`src/rtl/cfg_reg_arbiter.sv`:
```
// cfg_reg_arbiter
//
// Two-port write arbiter in front of the five-entry PWM/output-enable
// configuration register bank. Port 0 is the SPI write-decode path, port 1
// the on-chip sequencer/test port. Round-robin between the ports, one write
// per cycle. A write with lock=1 parks ownership on its port until that port
// completes a write with lock=0.
//
// Ports:
//   clk, rst_n            system clock, asynchronous active-low reset
//   sN_valid/addr/data    write request from port N (addr 7 bits, data 8 bits)
//   sN_lock               keep ownership after this write
//   sN_ready              grant to port N (combinational)
//   en_reg_out_7_0        register 0x00
//   en_reg_out_15_8       register 0x01
//   en_reg_pwm_7_0        register 0x02
//   en_reg_pwm_15_8       register 0x03
//   pwm_duty_cycle        register 0x04
//   wr_err                one-cycle pulse after an accepted write to addr > 0x04
//   owner                 arbiter state: 00 unlocked, 01 port 0 owns, 10 port 1 owns
//
// Handshake: a write transfers on the rising edge where sN_valid & sN_ready
// are both high. A requester holds valid, addr, data and lock stable until
// the transfer. sN_ready is never high without sN_valid, and at most one
// ready is high in any cycle, so "some ready is high" means "a transfer
// happens this cycle".
module cfg_reg_arbiter (
    input  logic       clk,
    input  logic       rst_n,
    input  logic       s0_valid,
    input  logic [6:0] s0_addr,
    input  logic [7:0] s0_data,
    input  logic       s0_lock,
    output logic       s0_ready,
    input  logic       s1_valid,
    input  logic [6:0] s1_addr,
    input  logic [7:0] s1_data,
    input  logic       s1_lock,
    output logic       s1_ready,
    output logic [7:0] en_reg_out_7_0,
    output logic [7:0] en_reg_out_15_8,
    output logic [7:0] en_reg_pwm_7_0,
    output logic [7:0] en_reg_pwm_15_8,
    output logic [7:0] pwm_duty_cycle,
    output logic       wr_err,
    output logic [1:0] owner
);

    // The state encoding is the owner code, so owner is the state flop itself.
    typedef enum logic [1:0] {
        IDLE = 2'b00,
        OWN0 = 2'b01,
        OWN1 = 2'b10
    } state_t;

    state_t          state_q, state_d;
    logic            last_grant_q, last_grant_d;
    logic            wr_err_q, wr_err_d;
    logic [4:0][7:0] regs_q, regs_d;

    logic            xfer;
    logic            sel;
    logic [6:0]      w_addr;
    logic [7:0]      w_data;
    logic            w_lock;

    // Grant selection. In IDLE a tie goes to the port that did not win the
    // most recent transfer; an owning port is the only one that can be granted.
    always_comb begin
        s0_ready = 1'b0;
        s1_ready = 1'b0;
        case (state_q)
            IDLE: begin
                if (s0_valid && s1_valid) begin
                    s0_ready = last_grant_q;
                    s1_ready = ~last_grant_q;
                end else begin
                    s0_ready = s0_valid;
                    s1_ready = s1_valid;
                end
            end
            OWN0:    s0_ready = s0_valid;
            OWN1:    s1_ready = s1_valid;
            default: begin
                s0_ready = 1'b0;
                s1_ready = 1'b0;
            end
        endcase
    end

    // Write path and next-state computation.
    always_comb begin
        xfer   = s0_ready | s1_ready;
        sel    = s1_ready;
        w_addr = sel ? s1_addr : s0_addr;
        w_data = sel ? s1_data : s0_data;
        w_lock = sel ? s1_lock : s0_lock;

        state_d      = state_q;
        last_grant_d = last_grant_q;
        regs_d       = regs_q;
        wr_err_d     = 1'b0;

        if (xfer) begin
            last_grant_d = sel;
            // Lock only matters on a transfer; without one, ownership holds
            // even if the owner drops valid.
            if (w_lock) begin
                state_d = sel ? OWN1 : OWN0;
            end else begin
                state_d = IDLE;
            end
            case (w_addr)
                7'h00:   regs_d[0] = w_data;
                7'h01:   regs_d[1] = w_data;
                7'h02:   regs_d[2] = w_data;
                7'h03:   regs_d[3] = w_data;
                7'h04:   regs_d[4] = w_data;
                default: wr_err_d  = 1'b1;
            endcase
        end
    end

    always_ff @(posedge clk or negedge rst_n) begin
        if (!rst_n) begin
            state_q      <= IDLE;
            last_grant_q <= 1'b1;
            wr_err_q     <= 1'b0;
            regs_q       <= '0;
        end else begin
            state_q      <= state_d;
            last_grant_q <= last_grant_d;
            wr_err_q     <= wr_err_d;
            regs_q       <= regs_d;
        end
    end

    assign en_reg_out_7_0  = regs_q[0];
    assign en_reg_out_15_8 = regs_q[1];
    assign en_reg_pwm_7_0  = regs_q[2];
    assign en_reg_pwm_15_8 = regs_q[3];
    assign pwm_duty_cycle  = regs_q[4];
    assign wr_err          = wr_err_q;
    assign owner           = state_q;

endmodule

```
`config.mk`:
```
export PLATFORM = sky130hd
export DESIGN_NAME = cfg_reg_arbiter
export DESIGN_NICKNAME = d
export VERILOG_FILES = /design/src/rtl/cfg_reg_arbiter.sv
export SDC_FILE = /design/constraint.sdc
export NUM_CORES = 1
export LEC_CHECK = 0
export BUFFER_PORTS_ARGS = -buffer_cell sky130_fd_sc_hd__clkbuf_2
export CAP_MARGIN = 30
export CELL_PAD_IN_SITES_DETAIL_PLACEMENT = 0
export CELL_PAD_IN_SITES_GLOBAL_PLACEMENT = 1
export CORE_MARGIN = 4
export CORE_UTILIZATION = 37
export DETAILED_ROUTE_END_ITERATION = 7
export PLACE_DENSITY = 0.8
export SLEW_MARGIN = 20
export SYNTH_ARGS = -nofsm -noshare
export SYNTH_HDL_FRONTEND = slang
export SYNTH_SLANG_ARGS = --single-unit
```
`constraint.sdc`:
```
create_clock -name clk -period 2.3 [get_ports clk]
set_clock_uncertainty 0.05 [all_clocks]
set_input_delay 0.23 -clock clk [delete_from_list [all_inputs] [get_ports clk]]
set_output_delay 0.23 -clock clk [all_outputs]
set_load 0.01 [all_outputs]
```
* After elaboration in Yosys (flattened, before gate mapping) *
Index checks and enable logic that the tools add are counted.

cells by class
  reductions and logical operators = 9
  equality and inequality tests = 6
  bitwise gates (word level) = 2
  multiplexer cells = 11

operators by type and width
  operator              number
  $eq A7 B2 Y1 const B  2
  $reduce_and A2 Y1     5
  $mux W8               1
  $eq A7 B1 Y1 const B  1
  $eq A7 B3 Y1 const B  1
  $logic_not A7 Y1      1
  $mux W7               1
  $mux W1               5
  $reduce_or A5 Y1      1
  $mux W2               2
  $pmux W1 S2           2
  $eq A2 B1 Y1 const B  1
  $eq A2 B2 Y1 const B  1
  $logic_not A2 Y1      1
  $logic_and A1 B1 Y1   1
  $not A1 Y1            1
  $or A1 B1 Y1          1

storage, ports and cells
  output and inout port bits = 45
  input bits = 36
  register bits = 44

* Longest topological paths before layout *
  word-level depth = 8
  depth in mapped cells = 5

* Worst setup path before layout *
OpenSTA, ideal clock, no wires.

  path type = register -> register
  start = reg last_grant_q
  end = reg regs_q (netlist bit en_reg_out_7_0[1])
  arrival time = 1612 ps
  path buffers = 1
  required time = 2122 ps
  clock period less this slack = 1790 ps
  library setup time = 128 ps
  stages on the path, launching flop included = 6
  slack = 510 ps
  cells stage by stage = dfstp_2 nand3b_1 nand2_1 buf_2 mux2_2 mux2_1

between the ends
  word-level cells in the longest chain between the ends = 6
  elaborated cells on any way between the ends = 10
  those cells by class = 6 x mux; 2 x bitwise; 2 x reduce/logical

ends and longest elaborated chain
  element                      line  RTL
  start: declaration           57    logic last_grant_q, last_grant_d;
  start signal: assignment     132   last_grant_q <= last_grant_d;
  $not A1 Y1                   76    s1_ready = ~last_grant_q;
  $mux W1                      74    if (s0_valid && s1_valid) begin
  $pmux W1 S2                  72    case (state_q)
  $mux W7                      95    w_addr = sel ? s1_addr : s0_addr;
  $logic_not A7 Y1             113   case (w_addr)
  $reduce_and A2 Y1 (no line)  --
  end signal: assignment       134   regs_q <= regs_d;
  end: declaration             59    logic [4:0][7:0] regs_q, regs_d;

Parallel ways exist; a longest one is shown, timed or not.
A chain may end at the register's enable or synchronous reset.

* Worst setup path in the final report *
  start = reg state_q[1] (netlist: owner[1])
  end = reg regs_q (netlist bit en_reg_out_7_0[4])

between the ends
  word-level cells in the longest chain between the ends = 5
  elaborated cells on any way between the ends = 10
  those cells by class = 2 x eq/ne; 4 x mux; 1 x bitwise; 3 x reduce/logical

ends and longest elaborated chain
  element                                           line  RTL
  start: declaration                                56    state_t state_q, state_d;
  start signal: assignment                          131   state_q <= state_d;
  $eq A2 B2 Y1 or $logic_not A2 Y1 (tied branches)  72
  $pmux W1 S2                                       72
  $mux W7                                           95
  $logic_not A7 Y1                                  113
  $reduce_and A2 Y1 (no line)                       --

Parallel ways exist; a longest one is shown, timed or not.

==> tab_implementation.tex <==
\begin{tabular}{lr}
\hline
Metric & Value \\
\hline
\multicolumn{2}{l}{\textbf{Status}} \\
Result of the run & completed \\
\multicolumn{2}{l}{\textbf{Synth}} \\
Synth Warn \# & 0 \\
Library cells used by synthesis & 29 \\
Mapped Cells & 139 \\
Main combinational cell family by area after synthesis & multiplexers \\
Post-synthesis compound-gate area fraction & 6.83\% \\
Xor and xnor fraction of the mapped netlist area & 0\% \\
Total of flip-flops plus latches after synthesis & 44 \\
Synthesized area divided by synthesized cell count & 14.5 sq um \\
Combined area of all synthesized cells & 2020 sq um \\
Share of Yosys cell area claimed by the top area cell type & 53.4\% \\
Library cell occupying the most area in the post-synthesis netlist & sky130\_fd\_sc\_hd\_\_dfrtp\_1 \\
Post-synthesis simple-gate area fraction & 11.0\% \\
Area contributors post-synth & sky130\_fd\_sc\_hd\_\_dfrtp\_1, sky130\_fd\_sc\_hd\_\_mux2\_2, sky130\_fd\_sc\_hd\_\_a21oi\_4, sky130\_fd\_sc\_hd\_\_nor4\_4, sky130\_fd\_sc\_hd\_\_nor3b\_1 \\
Seq/Total Area, Yosys & 54.7\% \\
Multiplexer share of the synthesized area & 26.8\% \\
Post-synthesis adder-cell area fraction & 0\% \\
Syn Nets & 175 \\
\multicolumn{2}{l}{\textbf{Clock tree}} \\
Maximum clock path buffer count & 2 \\
Clock latency at the later pin of the worst-skew pair & 0.28 ns \\
CTS H-tree lvls & 2 \\
CTS-repair resized insts & 0 \\
Inserted Clock Buffers & 5 \\
CTS tree & yes \\
Clk root buf & sky130\_fd\_sc\_hd\_\_clkbuf\_8 \\
Post-CTS setup-driven buffer insertion count & 0 \\
Reg clk slew, reported paths & 0.08 ns \\
Clock sink total & 44 \\
\multicolumn{2}{l}{\textbf{STA}} \\
Setup total negative slack & 0 ns \\
Final hold slack & 0.105 ns \\
Crit share post-route & 81.0\% \\
RSZ-0062 raised after global routing & no \\
Slew @ Worst Pin & 0.537 ns \\
Total count of max-transition violations in the final report & 0 \\
Upper clock frequency limit & 537 MHz \\
Final count of negative-setup-slack endpoints & 0 \\
Max-slew headroom at the worst pin & 64.2\% \\
Total count of hold-check failures in the final report & 0 \\
Final period demand of the worst path & 1.86 ns \\
Fin worst setup slack & 0.438 ns \\
\multicolumn{2}{l}{\textbf{Critical path}} \\
Crit end category & flip-flop \\
Family of cells with the greatest summed delay on the critical path & simple AND/OR/NAND/NOR gates \\
Critical path cell sequence & nand2b\_1 > and2\_1 > a21oi\_4 > mux2\_2 \\
Crit-path max cell delay & 0.41 ns \\
Number of buffer and inverter instances along the worst setup path & 0 \\
Worst EP required & 2.43 ns \\
Endpoint of the worst-slack reg-to-reg timing path & en\_reg\_out\_7\_0[4]\$\_DFFE\_PN0P\_ \\
Peak fanout along the critical path & 8 \\
Logic depth of the worst register-to-register path & 4 \\
Slowest CP cell & sky130\_fd\_sc\_hd\_\_dfrtp\_1 \\
Register-to-register path setup slack & 0.44 ns \\
Class of the most critical setup path & flip-flop to flip-flop \\
Worst Setup Start Kind & flip-flop \\
Data arrival, critical path & 1.99 ns \\
Origin of the critical flop-to-flop path & owner[1]\$\_DFFE\_PN0P\_ \\
\multicolumn{2}{l}{\textbf{Cells and area}} \\
Post-route cell area & 2640 sq um \\
Antenna diode instance count & 0 \\
Commonest cells after routing, fill and taps aside & sky130\_fd\_sc\_hd\_\_clkbuf\_2, sky130\_fd\_sc\_hd\_\_mux2\_2, sky130\_fd\_sc\_hd\_\_dfrtp\_1 \\
Area growth from synthesis to final layout & 30.8\% \\
Multi-input combinational cell area & 901 sq um \\
Flip-flop and latch area & 1100 sq um \\
Number of fill cells & 477 \\
Number of nets at the end of the flow & 266 \\
Proportion of layout cells with a drive suffix above 1 & 64.1\% \\
Post-layout util & 50.6\% \\
Most frequent standard cell in the layout excluding fill and tap cells & sky130\_fd\_sc\_hd\_\_clkbuf\_2 \\
\multicolumn{2}{l}{\textbf{Floorplan}} \\
I/O pin cnt & 81 \\
Die Ht & 81.8 um \\
Die W & 81.8 um \\
Starting density of the core & 38.7\% \\
Area of the die & 6690 sq um \\
Number of placement rows & 26 \\
Core area & 5200 sq um \\
\multicolumn{2}{l}{\textbf{Power and ir drop}} \\
Pwr per Cell Area & 882 nW/um\^{}2 \\
Leakage dissipation & 1.40 nW \\
Maximum vdd ir drop & 0.470 mV \\
\multicolumn{2}{l}{\textbf{Routing}} \\
Mean routed wirelength per cell & 15.6 um \\
Pre-Repair DR Iteration Count & 4 \\
Final antenna-violating net count & 0 \\
Number of DRC violations after detailed-routing iteration 0 & 56 \\
Total via count in the routed design & 1,469 \\
Vias per inst & 4.88 \\
Final routed wirelength across all metal layers & 4690 um \\
\# DRC & 0 \\
\multicolumn{2}{l}{\textbf{Worst hold path}} \\
Class of the tightest hold or removal check & primary input to flip-flop \\
Start point of the worst hold path & s1\_lock \\
Worst Hold Path Cells & 3 \\
Hold endpoint & owner[1]\$\_DFFE\_PN0P\_ \\
\multicolumn{2}{l}{\textbf{Global route}} \\
Largest net degree at the start of global routing & 45 \\
Overall routing resource usage & 15.1\% \\
Number of antenna violations at the first check in global routing & 0 \\
Global-route wire length before repair & 7580 um \\
Via count of the first global-routing pass & 1,514 \\
Total overflow reported by the global router & 0 \\
\multicolumn{2}{l}{\textbf{Placement}} \\
Post-detail-place hpwl & 3670 um \\
Worst slack at placement & 0.379 ns \\
DP Area & 2530 sq um \\
Gp weighted congestion & 0.703 \\
Count of buffers inserted at the top-level ports & 80 \\
\multicolumn{2}{l}{\textbf{Job}} \\
Max-Cap Viols & 0 \\
\hline
\end{tabular}
## cell type report
cell class / count / share of cell area (%)
clock buffer: 7 / 3.27
clock inverter: 1 / 0.285
inverter: 1 / 0.142
multi-input combinational: 92 / 34.2
sequential: 44 / 41.8
tap: 70 / 3.32
timing repair buffer: 86 / 17.0
## stage by stage
| stage | std cells | total power, mW |
|---|---|---|
| floorplan | 139 | 1.50 |
| global placement | 292 | 1.85 |
| detailed placement | 292 | 1.86 |
| CTS | 301 | 2.36 |
| global route | 301 | 2.48 |
| finish | 301 | 2.32 |
## routing by layer
layer / GRT usage, % / part of all wire (%)
met5: 0 / 0
met4: 3.49 / 0.94
met3: 4.50 / 7.7
met2: 24.2 / 47
met1: 20.2 / 45
## tightest hold or removal path: stages
cell	delay, ns
sky130_fd_sc_hd__clkbuf_2	0.08
sky130_fd_sc_hd__nand2_1	0.05
sky130_fd_sc_hd__nand2_1	0.05
## power by group
part / internal, mW / total (mW) / switching [mW]
Clock: 0.244 / 0.493 / 0.249
Combinational: 0.362 / 0.758 / 0.397
Sequential: 0.964 / 1.07 / 0.109
Total: 1.57 / 2.32 / 0.755
## kinds of logic (layout without fill, tap and decap cells)
logic type	Yosys count	after routing
flip-flops	44	44
AND/OR/NAND/NOR	32	32
buffers and inverters	3	95
multiplexers	48	48
AO/OA/AOI/OAI	12	12
## Yosys cell counts
cell / count
sky130_fd_sc_hd__a32oi_2: 1
sky130_fd_sc_hd__a21oi_4: 3
sky130_fd_sc_hd__mux2_2: 47
sky130_fd_sc_hd__and2b_1: 2
sky130_fd_sc_hd__and3b_1: 1
sky130_fd_sc_hd__mux2_1: 1
sky130_fd_sc_hd__nor4_4: 2
sky130_fd_sc_hd__nor3_1: 3
sky130_fd_sc_hd__and4b_1: 1
sky130_fd_sc_hd__buf_2: 1
sky130_fd_sc_hd__and2_1: 1
sky130_fd_sc_hd__nor3b_1: 5
sky130_fd_sc_hd__o211ai_1: 2
sky130_fd_sc_hd__nor2_1: 2
sky130_fd_sc_hd__a22oi_4: 1
sky130_fd_sc_hd__nor4b_1: 1
sky130_fd_sc_hd__o21ai_0: 2
sky130_fd_sc_hd__dfstp_2: 1
sky130_fd_sc_hd__a22o_1: 1
sky130_fd_sc_hd__o2111ai_1: 1
sky130_fd_sc_hd__and3_1: 1
sky130_fd_sc_hd__clkbuf_1: 1
sky130_fd_sc_hd__nand2b_1: 2
sky130_fd_sc_hd__nand3b_1: 1
sky130_fd_sc_hd__a311oi_1: 1
sky130_fd_sc_hd__inv_2: 1
sky130_fd_sc_hd__nand2_1: 7
sky130_fd_sc_hd__dfrtp_1: 43
sky130_fd_sc_hd__nand4_1: 3
## flip-flops by register name (all words and copies together) (netlist names)
register and cells:
en_reg_pwm_7_0 8, en_reg_out_7_0 8, last_grant_q 1, en_reg_out_15_8 8, wr_err 1, en_reg_pwm_15_8 8, pwm_duty_cycle 8, owner 2
## how the worst max path moves through the flow
stage	from	end	slack [ns]	depth (start not counted)
floorplan	last_grant_q$_DFFE_PN1P_	en_reg_out_7_0[1]$_DFFE_PN0P_	0.51	5
global placement	s1_addr[3]	en_reg_out_7_0[0]$_DFFE_PN0P_	0.38	5
detailed placement	s1_addr[3]	pwm_duty_cycle[5]$_DFFE_PN0P_	0.38	5
CTS	owner[1]$_DFFE_PN0P_	en_reg_out_7_0[0]$_DFFE_PN0P_	0.42	4
global route	owner[1]$_DFFE_PN0P_	en_reg_out_7_0[7]$_DFFE_PN0P_	0.32	4
finish	owner[1]$_DFFE_PN0P_	en_reg_out_7_0[4]$_DFFE_PN0P_	0.44	4
## what timing repair did
action	4_1_cts	5_1_grt
hold endpoints to repair	43	0
hold buffers	1	0
endpoints found under the setup margin	0	0
(Power assumes the default switching activity.)
